File: config.mk
export PLATFORM = sky130hd
export DESIGN_NAME = muldiv_unit
export DESIGN_NICKNAME = d
export VERILOG_FILES = /design/src/rtl/muldiv_unit.sv
export SDC_FILE = /design/constraint.sdc
export NUM_CORES = 1
export LEC_CHECK = 0
export CORE_MARGIN = 2
export CORE_UTILIZATION = 25
export CTS_CLUSTER_SIZE = 14
export DETAILED_ROUTE_END_ITERATION = 7
export GPL_ROUTABILITY_DRIVEN = 0
export PLACE_DENSITY = 0.53
export SLEW_MARGIN = 20
export SYNTH_ARGS = -nofsm -noshare
export SYNTH_HDL_FRONTEND = slang
export SYNTH_SLANG_ARGS = --single-unit
File: constraint.sdc
create_clock -name clk -period 12.9 [get_ports clk]
set_input_delay 1.935 -clock clk [delete_from_list [all_inputs] [get_ports clk]]
set_output_delay 1.935 -clock clk [all_outputs]
set_load 0.1 [all_outputs]
File: src/rtl/muldiv_unit.sv
// Iterative 16x16 unsigned multiply / divide unit with register-file write-back.
// One iteration per RUN cycle; the result is written back in a single WB cycle.
module muldiv_unit (
    input  logic        clk,
    input  logic        reset,
    input  logic        start,
    input  logic [1:0]  op,
    input  logic [15:0] operand_a,
    input  logic [15:0] operand_b,
    input  logic [3:0]  dest_reg,
    output logic        busy,
    output logic        done,
    output logic        reg_write,
    output logic [3:0]  write_reg,
    output logic [15:0] write_data,
    output logic        div_by_zero
);

    // state | meaning
    // IDLE  | waiting for start; operands captured on the accepting edge
    // RUN   | steps 0..15 iterate mul and div, step 16 latches the result
    // WB    | one-cycle register-file write, done pulse
    typedef enum logic [1:0] {IDLE, RUN, WB} state_t;

    localparam logic [1:0] OP_MULLO = 2'b00;
    localparam logic [1:0] OP_MULHI = 2'b01;
    localparam logic [1:0] OP_DIVU  = 2'b10;

    state_t      state;
    logic [4:0]  step;
    logic [1:0]  op_q;
    logic [15:0] a_q;
    logic [15:0] b_q;
    logic [3:0]  dest_q;
    logic [31:0] prod;
    logic [16:0] rem;
    logic [15:0] quo;

    logic [16:0] mul_sum;
    logic [17:0] rem_shift;
    logic        rem_ge;
    logic [16:0] rem_next;
    logic [15:0] result;
    logic        dbz;

    // Shift-add multiply keeps the multiplier in prod[15:0]; restoring divide
    // shifts the dividend out of quo while quotient bits shift in.
    always_comb begin
        mul_sum   = {1'b0, prod[31:16]} + (prod[0] ? {1'b0, a_q} : 17'd0);
        rem_shift = {rem, quo[15]};
        rem_ge    = (rem_shift >= {2'b00, b_q});
        rem_next  = rem_ge ? 17'(rem_shift - {2'b00, b_q}) : 17'(rem_shift);
        dbz       = op_q[1] && (b_q == 16'h0000);
        case (op_q)
            OP_MULLO: result = prod[15:0];
            OP_MULHI: result = prod[31:16];
            OP_DIVU:  result = quo;
            default:  result = rem[15:0];
        endcase
    end

    always_ff @(posedge clk or posedge reset) begin
        if (reset) begin
            state       <= IDLE;
            step        <= 5'd0;
            op_q        <= 2'b00;
            a_q         <= 16'h0000;
            b_q         <= 16'h0000;
            dest_q      <= 4'h0;
            prod        <= 32'h0000_0000;
            rem         <= 17'h0_0000;
            quo         <= 16'h0000;
            busy        <= 1'b0;
            done        <= 1'b0;
            reg_write   <= 1'b0;
            write_reg   <= 4'h0;
            write_data  <= 16'h0000;
            div_by_zero <= 1'b0;
        end else begin
            done        <= 1'b0;
            reg_write   <= 1'b0;
            write_reg   <= 4'h0;
            write_data  <= 16'h0000;
            div_by_zero <= 1'b0;
            case (state)
                IDLE: begin
                    if (start) begin
                        op_q   <= op;
                        a_q    <= operand_a;
                        b_q    <= operand_b;
                        dest_q <= dest_reg;
                        step   <= 5'd0;
                        prod   <= {16'h0000, operand_b};
                        rem    <= 17'h0_0000;
                        quo    <= operand_a;
                        busy   <= 1'b1;
                        state  <= RUN;
                    end
                end
                RUN: begin
                    if (step == 5'd16) begin
                        reg_write   <= 1'b1;
                        done        <= 1'b1;
                        write_reg   <= dest_q;
                        write_data  <= result;
                        div_by_zero <= dbz;
                        state       <= WB;
                    end else begin
                        step <= step + 5'd1;
                        prod <= {mul_sum, prod[15:1]};
                        rem  <= rem_next;
                        quo  <= {quo[14:0], rem_ge};
                    end
                end
                WB: begin
                    busy  <= 1'b0;
                    state <= IDLE;
                end
                default: begin
                    busy  <= 1'b0;
                    state <= IDLE;
                end
            endcase
        end
    end

endmodule
After elaboration in Yosys (flattened, before gate mapping)
Cells that the tools add are included.
- register bits after elaboration: 133
- bits in latches: 0
- memory bits (writable): 0
- ROM bits: 0
- input port bits: 41
- word-level logic and storage cells: 63
- memories kept: 0
- $add $sub $neg: 3
- multipliers: 0
- divide/modulo/power cells: 0
- magnitude comparators: 1
- equal/unequal tests: 7
- shift operators: 0
- mux-type cells: 28
- bitwise gates (word level): 1
- reduce and logical (&&, ||, !) cells: 9
- operators by type and width (operator ; number):
    $mux 16 ; 5
    $mux 32 ; 2
    $pmux 32 s2 ; 1
    $mux 17 ; 3
    $pmux 16 s3 ; 1
    $pmux 17 s2 ; 1
    $pmux 16 s2 ; 1
    $ge 18x16->1 ; 1
    $add 16x16->17 ; 1
    $sub 17x16->17 ; 1
    $logic_not 16->1 ; 1
    $mux 5 ; 2
    $pmux 5 s2 ; 1
    $mux 4 ; 2
    $ne 2x2->1 const B ; 3
    $reduce_and 2->1 ; 3
    $add 5x1->5 const B ; 1
    $eq 5x5->1 const B ; 1
    $mux 1 ; 5
    $eq 2x1->1 const B ; 2
    $logic_not 2->1 ; 2
    $mux 2 ; 2
    $pmux 2 s2 ; 1
    $reduce_and 3->1 ; 1
    5 further kinds ; 5

Depth between registers and ports, before layout
Gate-level depths: netlist (run 1).
- depth after elaboration: 4
- gate-level depth with buffers: 12

Least setup slack after synthesis (run 1)
Ideal clock, no wire load.
- kind: flip-flop to output port
- start point: reg reg_write
- end point: out reg_write
- data arrival time: 1324 ps
- required time: 10965 ps
- slack: 9641 ps
- cell stages (with the launch flop): 2
- buffers on the path: 1
- cells stage by stage: dfrtp_1 buf_4
- RTL lines (element ; RTL line ; text):
    start, declared ; 13 ; output logic reg_write,
    start signal, assigned ; 75 ; reg_write <= 1'b0;
    start signal, assigned ; 81 ; reg_write <= 1'b0;
    start signal, assigned ; 102 ; reg_write <= 1'b1;
No word-level cell between the ends.

Worst setup path after layout (run 1)
- start point: reg write_reg[3]
- end point: out write_reg[3]
- RTL lines (element ; RTL line ; text):
    start, declared ; 14 ; output logic [3:0] write_reg,
    start signal, assigned ; 104 ; write_reg <= dest_q;
No word-level cell between the ends.

==> results of run 1 <==
-- power breakdown --
part           internal, mW  switching [mW]  leakage [nW]
clock network         0.317           0.198         0.297
registers             0.609           0.182          1.64
logic                 0.591           0.829          2.08
total                  1.52            1.21          4.02
-- through the flow --
stage | hold WS, ps | total power, mW | util
final | 465 | 2.73 | 0.311
after global placement | 449 | 2.20 | 0.289
after CTS | 468 | 2.74 | 0.311
after floorplan | 437 | 1.87 | -
after global routing | 486 | 2.97 | 0.311
after detailed placement | 453 | 2.21 | 0.289
-- routing by layer --
layer	vias up	part of all wire
met4	0	0.0080
met5	-	0
met3	11	0.045
li1	2895	-
met1	2857	0.49
met2	150	0.45
-- how the worst max path moves through the flow --
stage | slack (ps) | start | cells after the start | to
2_1_floorplan | 7410 | reset | 1 | a_q[0]
3_3_place_gp | 8270 | start | 6 | prod[17]
3_5_place_dp | 8210 | start | 6 | prod[10]
4_1_cts | 8670 | start | 6 | quo[4]
5_1_grt | 8950 | start | 6 | quo[15]
6_report | 9040 | write_reg[3] | 1 | write_reg[3]
-- cell families after synthesis --
| kind of cell | synth area share |
|---|---|
| AND/OR/NAND/NOR | 0.199 |
| buffers and inverters | 0.0426 |
| multiplexers | 0.0555 |
| adder cells (fa/ha/maj) | 0.0629 |
| XOR/XNOR | 0.0308 |
| AO/OA/AOI/OAI | 0.160 |
| flip-flops | 0.450 |
-- Yosys cell counts (3+ instances only) --
master	count
o21a_1	3
nand4_1	5
a21o_1	10
o21bai_1	3
buf_2	11
xnor2_1	11
inv_1	30
nand3_1	22
nand2b_1	6
nor2_2	4
nand2_1	179
clkbuf_1	28
a31oi_1	39
buf_1	4
a21oi_1	24
o21ai_0	57
a211oi_1	6
xor2_1	15
o31ai_1	4
dfrtp_1	133
a32oi_1	6
nor3_1	8
nor4_1	3
and3_1	26
ha_1	34
and2_1	17
o21ai_1	5
mux2i_1	5
mux4_2	16
nor2_1	54
nor2b_1	3
-- cell usage in the layout (no fill, tap or decap), types with 24 or more instances in the layout --
cell               n
nand2_1          178
dfrtp_1          132
clkdlybuf4s50_1   64
o21ai_0           57
nor2_1            54
a31oi_1           39
ha_1              34
inv_1             28
and3_1            26
a21oi_1           24
-- layout make-up --
| cell class | count | area share |
|---|---|---|
| clock buffers | 19 | 0.0503 |
| multi-input cells | 595 | 0.419 |
| flip-flops and latches | 133 | 0.370 |
| inverters | 31 | 0.0135 |
| clock inverters | 13 | 0.0189 |
| well taps | 384 | 0.0534 |
| repair buffers | 68 | 0.0745 |
==> out/results.txt, run 1 <==
Placement Setup Slack = 8210 ps
Detailed Route WL = 20,300 um
Largest regs = prod: 32 flops, rem: 17 flops
Largest Register = prod
Worst Hold Path EP = a_q[3]
Measured slew at the worst slew-check pin = 1010 ps
Syn Nets = 882
FF+latch area = 3330 sq um
Unrepaired setup endpoints after global routing = false
Top FF cell, synth = dfrtp_1
Area contributors post-synth = dfrtp_1 45%, nand2_1 9.1%, ha_1 5.7%
Clock Tree Root = clkbuf_16
Pwr Density = 303 nW/um^2
Synth warn = 0
First-pass GRT wire length = 32,800 um
Cell taking the most area after synthesis = dfrtp_1
Core ar. = 28,900 sq um
Top delay family on crit path = buffers and inverters
Critical path peak fanout = 1
Critical Path RT = 10,970 ps
Endpoints failing setup = 0
Run status = completed
Reg2reg end = quo[0]
DP Area = 8370 sq um
Pleak = 4.02 nW
Average cell area after synthesis = 9.19 sq um
Asr flop ratio synth = 1.00
Largest net degree at the start of global routing = 90
# diodes = 0
Area of the multi-input gates = 3770 sq um
Chip height = 176 um
Post-CTS Hold Buffers = 0
Clk Latency, worst-skew pair = 430 ps
Setup TNS = 0 ps
Cts bufs inserted = 17
Share of layout cells above drive strength 1 = 0.0920
CTS clk-pin slew, worst paths = 60 ps
Sequential-to-total area share from yosys stat = 0.450
Grt total ovfl = 0
Maximum vdd drop = 0.000177 V
Design area = 9000 sq um
Count of cell types in the netlist = 60
Final Cycle Share = 0.299
Hold Path Stages = 2
Final worst setup slack = 9040 ps
CP Cell Sequence = clkdlybuf4s50_1
R2r worst-path depth = 8
Number of flip-flops in the largest register = 32
Slowest cell on the critical path = clkdlybuf4s50_1
Fillers = 3,020
R2R Path Start = step[0]
Initial antenna violation count = 0
Vias in the first global route = 5,712
CTS tree = yes
Net count, final = 923
Post-CTS Resized = 0
Initial core utilization = 0.256
Hpwl dp = 14,200 um
Hold wc startpoint = a_q[3]
ANT nets after route = 0
Layout area overhead = 21.6%
Register bit count reported by yosys = 133
Drt first pass iters = 4
Number of synthesized flops with an enable pin = 0
Critical path buffer and inverter count = 1
Sinks on Clock Net = 133
Maximum buffer depth of the clock tree = 2
Total of max-cap violations = 0
DP Cell Count = 1,211
Slack of the worst reg-to-reg path = 9480 ps
Layout Cells excl Fill = 1,243
Worst path max stage delay = 1140 ps
Site Rows = 62
Postcts setup bufs = 0
Vias after detailed routing = 5,913
Die area = 31,000 sq um
Final hold vios = 0
Clock skew = 13.9 ps
Critical Path Start Type = flip-flop
Crit path arrival time = 1930 ps
Buffers on Ports = 64
Tightest Hold Check Type = reg -> reg
H-tree Lvls = 4
Endpoint class of the critical path = primary output
Post-Synthesis Cells = 805
1st-iter DRT viols = 468
Ports = 65
Final min period = 3860 ps
Grt met3 use = 0.0327
Relative slew margins = 0.327
Synthesized cell area = 7400 sq um
Met1 Resource Use GR = 0.194
Crit Path Category = reg -> out
Max-slew violations = 0
Fmax = 259 MHz
Via-to-Cell Ratio = 4.76
Total GRT Usage = 0.136
GR Util met2 = 0.208
Synth top area share = 0.450
DRC errors left = 0
Die X = 176 um
Wire per inst = 16.4 um
GR peak layer = met2
Power figures use the tool's default switching activity.
==> inputs of run 2 (changes only) <==
Clock period 12.9 ns to 3.97 ns, I/O delays scaled along.
==> run 2 against run 1 <==
  * Core utilization increased by 0.19 points
  * First-iteration DRC count increased by 2.6%
  * Hold slack about the same
  * Die area unchanged
  * Via count increased by 0.74%
  * Non-clock buffer count increased by 6
  * Global-route usage increased by 0.41 points
  * Flip-flop and latch count unchanged
  * Worst setup slack got worse by 8100 ps
  * Design area increased by 0.61%
  * Total power increased to 3.3 times the previous value
  * Clock-buffer cell count decreased by 1
==> out/results.txt, run 2 (synthesized netlist as in run 1, its figures left out) <==
Run status = completed
Total GRT Usage = 0.140
DRC errors left = 0
Slowest cell on the critical path = dfrtp_1
Leading cell type in the layout, fill and taps excluded = nand2_1
Final worst setup slack = 914 ps
Vias in the first global route = 5,970
Ports = 65
Maximum vdd drop = 0.000509 V
Total of max-cap violations = 0
Clock Tree Root = clkbuf_16
WP depth = 11
Sinks on Clock Net = 133
ANT nets after route = 0
Chip height = 176 um
Critical Path Start Type = flip-flop
Critical path buffer and inverter count = 1
Max-slew violations = 0
Wire per inst = 16.7 um
Fillers = 3,004
Critical Path RT = 4250 ps
Relative slew margins = 0.286
Layout area overhead = 22.3%
Post-CTS Hold Buffers = 0
Final hold vios = 0
Crit Path Category = reg -> reg
Die X = 176 um
Setup TNS = 0 ps
Tightest Hold Check Type = reg -> reg
Grt total ovfl = 0
Via-to-Cell Ratio = 4.77
Post-CTS Resized = 0
Layout Cells excl Fill = 1,249
Initial core utilization = 0.256
Hpwl dp = 14,700 um
1st-iter DRT viols = 480
Largest Register = prod
Comb pwr share = 0.526
# diodes = 0
Int Pwr = 4.98 mW
First-pass GRT wire length = 33,700 um
Clk network pwr share = 0.190
Buffers on Ports = 64
Maximum buffer depth of the clock tree = 2
Die area = 31,000 sq um
Net count, final = 929
P_sw = 4.00 mW
Detailed Route WL = 20,900 um
Cts bufs inserted = 17
Share of layout cells above drive strength 1 = 0.0960
Largest net degree at the start of global routing = 70
Pleak = 4.05 nW
Top delay family on crit path = compound AO/OA/AOI/OAI gates
CTS tree = yes
Vias after detailed routing = 5,957
Clock skew = 6.58 ps
Pwr Density = 992 nW/um^2
Number of flip-flops in the largest register = 32
Fmax = 327 MHz
Seq pwr share = 0.284
Switch share = 0.445
Postcts setup bufs = 0
Drt first pass iters = 6
DP Cell Count = 1,217
Final min period = 3060 ps
Hold Path Stages = 2
Crit path arrival time = 3340 ps
Final Cycle Share = 0.770
CTS clk-pin slew, worst paths = 60 ps
Endpoint class of the critical path = flip-flop
Measured slew at the worst slew-check pin = 1070 ps
Critical path peak fanout = 18
Initial antenna violation count = 0
R2r worst-path depth = 11
Placement Setup Slack = 959 ps
Commonest non-fill, non-tap cells in the layout = 179 x nand2_1, 132 x dfrtp_1, 64 x clkdlybuf4s50_1, 57 x o21ai_0, 54 x nor2_1
Unrepaired setup endpoints after global routing = false
Site Rows = 62
Largest regs = prod: 32 flops, rem: 17 flops
Endpoints failing setup = 0
Worst path max stage delay = 710 ps
Clk Latency, worst-skew pair = 430 ps
Core ar. = 28,900 sq um
H-tree Lvls = 4
CP Cell Sequence = and2_1 > ha_1 > inv_1 > fa_1 > nor2b_1 > o31a_1 > nor3_2 > o31ai_2 > a21oi_1 > xnor2_1 > o21ai_0
==> run 2: power by group through the flow <==
stage | logic, mW | registers (mW) | clock network (mW)
floorplan | 3.70 | 2.38 | 0
global placement | 4.65 | 2.57 | 0
detailed placement | 4.69 | 2.57 | 0
CTS | 4.72 | 2.56 | 1.74
global route | 5.30 | 2.64 | 1.81
finish | 4.73 | 2.55 | 1.70
==> run 2: metal layers <==
metal | global-route usage | share of wire | vias to the layer above | wire length, um
met5 | 0 | 0 | - | 0
met4 | 0.0351 | 0.011 | 0 | 236
met3 | 0.0312 | 0.047 | 19 | 990
met2 | 0.211 | 0.44 | 153 | 9150
met1 | 0.203 | 0.50 | 2886 | 10500
li1 | - | - | 2899 | -
==> run 2: path summary, 6_finish.rpt <==
kind,slack [ps],end,startpoint
max,910,prod[27],prod[0]
min,460,dest_q[3],dest_q[3]
max reg2reg,910,prod[27],prod[0]
min reg2reg,460,dest_q[3],dest_q[3]
max in group asynchronous,2390,op_q[0],reset
min in group asynchronous,680,a_q[11],reset
==> run 2: final cells by class <==
cell class	count	area (sq um)	area share
multi-input combinational	595	3760	0.416
sequential	133	3330	0.368
timing repair buffer	74	728	0.0804
tap	384	480	0.0531
clock buffer	18	429	0.0474
clock inverter	14	200	0.0221
inverter	31	120	0.0133
==> run 2: worst reg2reg max path, delay by kind of cell (launching register included) <==
| family | cells | cell delay (ps) |
|---|---|---|
| XOR/XNOR | 1 | 170 |
| flip-flops | 1 | 710 |
| adder cells (fa/ha/maj) | 2 | 610 |
| buffers and inverters | 1 | 70 |
| AO/OA/AOI/OAI | 4 | 890 |
| AND/OR/NAND/NOR | 3 | 470 |
==> run 2: metrics by stage <==
stage | hold WS [ps] | util | instance area, sq um | power [mW]
global route | 490 | 0.313 | 9050 | 9.74
floorplan | 437 | - | 7400 | 6.08
CTS | 471 | 0.313 | 9050 | 9.01
global placement | 450 | 0.291 | 8420 | 7.22
finish | 465 | 0.313 | 9050 | 8.98
detailed placement | 455 | 0.291 | 8420 | 7.26
==> inputs of run 3 (changes only) <==
Clock period 3.97 ns to 3 ns, I/O delays scaled along.
==> run 3 against run 2 <==
  * Via count grew 0.69%
  * Clock-buffer cell count grew 1
  * Die area is the same
  * Largest power group unchanged
  * Sequential power grew 29%
==> out/results.txt, run 3 (synthesized netlist as in run 1, its figures left out) <==
Run status = completed
Vias in the first global route = 5,971
Hpwl dp = 15,000 um
Critical Path Start Type = flip-flop
Crit Path Category = reg -> reg
H-tree Lvls = 4
Largest net degree at the start of global routing = 58
Maximum buffer depth of the clock tree = 2
Final hold slack = 435 ps
Share of layout cells above drive strength 1 = 0.129
Fmax = 382 MHz
Largest Register = prod
Total of max-cap violations = 0
Commonest non-fill, non-tap cells in the layout = 179 x nand2_1, 133 x dfrtp_1, 57 x o21ai_0, 54 x nor2_1, 40 x clkdlybuf4s50_1
ANT nets after route = 0
Sinks on Clock Net = 133
CTS clk-pin slew, worst paths = 60 ps
Clock skew = 9.22 ps
Final hold vios = 0
Slack of the worst reg-to-reg path = 380 ps
Worst path max stage delay = 420 ps
Initial antenna violation count = 0
Switch share = 0.449
Ports = 65
Tightest Hold Check Type = in -> async
Via-to-Cell Ratio = 4.78
R2r worst-path depth = 11
Site Rows = 62
Maximum vdd drop = 0.000554 V
Detailed Route WL = 21,000 um
Grt total ovfl = 0
Post-CTS Resized = 0
Drt first pass iters = 5
Total GRT Usage = 0.143
Max-slew violations = 0
Critical path buffer and inverter count = 2
Die X = 176 um
# diodes = 0
DRC errors left = 0
Pwr Density = 1310 nW/um^2
Crit. Startpoint = quo[15]
P_sw = 5.30 mW
Relative slew margins = 0.433
Slowest cell on the critical path = dfrtp_1
Pleak = 4.12 nW
Critical path peak fanout = 11
R2R Path Start = quo[15]
Most common cell on crit path = inv_1
Number of flip-flops in the largest register = 32
Clk network pwr share = 0.178
Largest regs = prod: 32 flops, rem: 17 flops
Leading cell type in the layout, fill and taps excluded = nand2_1
Int Pwr = 6.50 mW
Clk Latency, worst-skew pair = 440 ps
Chip height = 176 um
Endpoints failing setup = 0
First-pass GRT wire length = 34,100 um
Final Cycle Share = 0.874
Final min period = 2620 ps
Clock Tree Root = clkbuf_16
Postcts setup bufs = 0
Setup TNS = 0 ps
Die area = 31,000 sq um
Initial core utilization = 0.256
Top delay family on crit path = simple AND/OR/NAND/NOR gates
Net count, final = 935
Cts bufs inserted = 17
CP Cell Sequence = inv_1 > ha_1 > inv_1 > fa_1 > a211oi_1 > o21ai_0 > a21o_1 > o21bai_2 > and2_1 > nor3_1 > nor3_2
Reg2reg end = rem[14]
Unrepaired setup endpoints after global routing = false
Seq pwr share = 0.279
Endpoint class of the critical path = flip-flop
Wire per inst = 16.8 um
Core ar. = 28,900 sq um
Vias after detailed routing = 5,998
Crit path arrival time = 2980 ps
Comb pwr share = 0.543
Buffers on Ports = 64
CTS tree = yes
Measured slew at the worst slew-check pin = 849 ps
1st-iter DRT viols = 512
Layout area overhead = 21.8%
Critical Path RT = 3360 ps
Post-CTS Hold Buffers = 0
[run 3: area by class of cell]
| type | count | area (sq um) |
|---|---|---|
| Clock buffer | 19 | 453 |
| Clock inverter | 12 | 130 |
| Fill cell | 3022 | 19900 |
| Inverter | 31 | 120 |
| Multi-Input combinational cell | 595 | 3760 |
| Sequential cell | 133 | 3330 |
| Tap cell | 384 | 480 |
| Timing Repair Buffer | 80 | 738 |
[run 3: power by group through the flow]
stage          Clock (mW)  Combinational, mW  Sequential, mW
3_3_place_gp            0               6.33            3.32
3_5_place_dp            0               6.38            3.32
5_1_grt              2.22               7.21            3.40
6_report             2.10               6.41            3.30
4_1_cts              2.13               6.41            3.30
2_1_floorplan           0               4.90            3.15
[run 3: stage by stage]
| step | util | cell area (sq um) | setup WS (ps) | power, mW | instances |
|---|---|---|---|---|---|
| after floorplan | - | 7400 | 503 | 8.05 | 805 |
| after global placement | 0.291 | 8430 | 465 | 9.65 | 1223 |
| after detailed placement | 0.291 | 8430 | 412 | 9.70 | 1223 |
| after CTS | 0.312 | 9010 | 363 | 11.8 | 1254 |
| after global routing | 0.312 | 9010 | 179 | 12.8 | 1254 |
| final | 0.312 | 9010 | 379 | 11.8 | 1254 |
[run 3: worst reg2reg max path, stage by stage, from the launching register on]
cell and delay (ps):
dfrtp_1 420, inv_1 80, ha_1 150, inv_1 50
fa_1 420, a211oi_1 210, o21ai_0 120, a21o_1 210
o21bai_2 170, and2_1 420, nor3_1 120, nor3_2 190
[run 3: routing by layer]
metal,vias to the layer above,GRT usage,wire (um)
met3,23,0.0381,1330
met5,-,0,0
met2,168,0.214,9130
met1,2893,0.203,10300
li1,2914,-,-
met4,0,0.0441,331
[run 3: how the worst max path moves through the flow]
stage	end	slack (ps)	cells after the start
6_report	rem[14]	380	11
5_1_grt	rem[14]	180	11
4_1_cts	rem[14]	360	11
3_5_place_dp	rem[14]	410	11
3_3_place_gp	rem[14]	470	11
2_1_floorplan	prod[27]	500	12
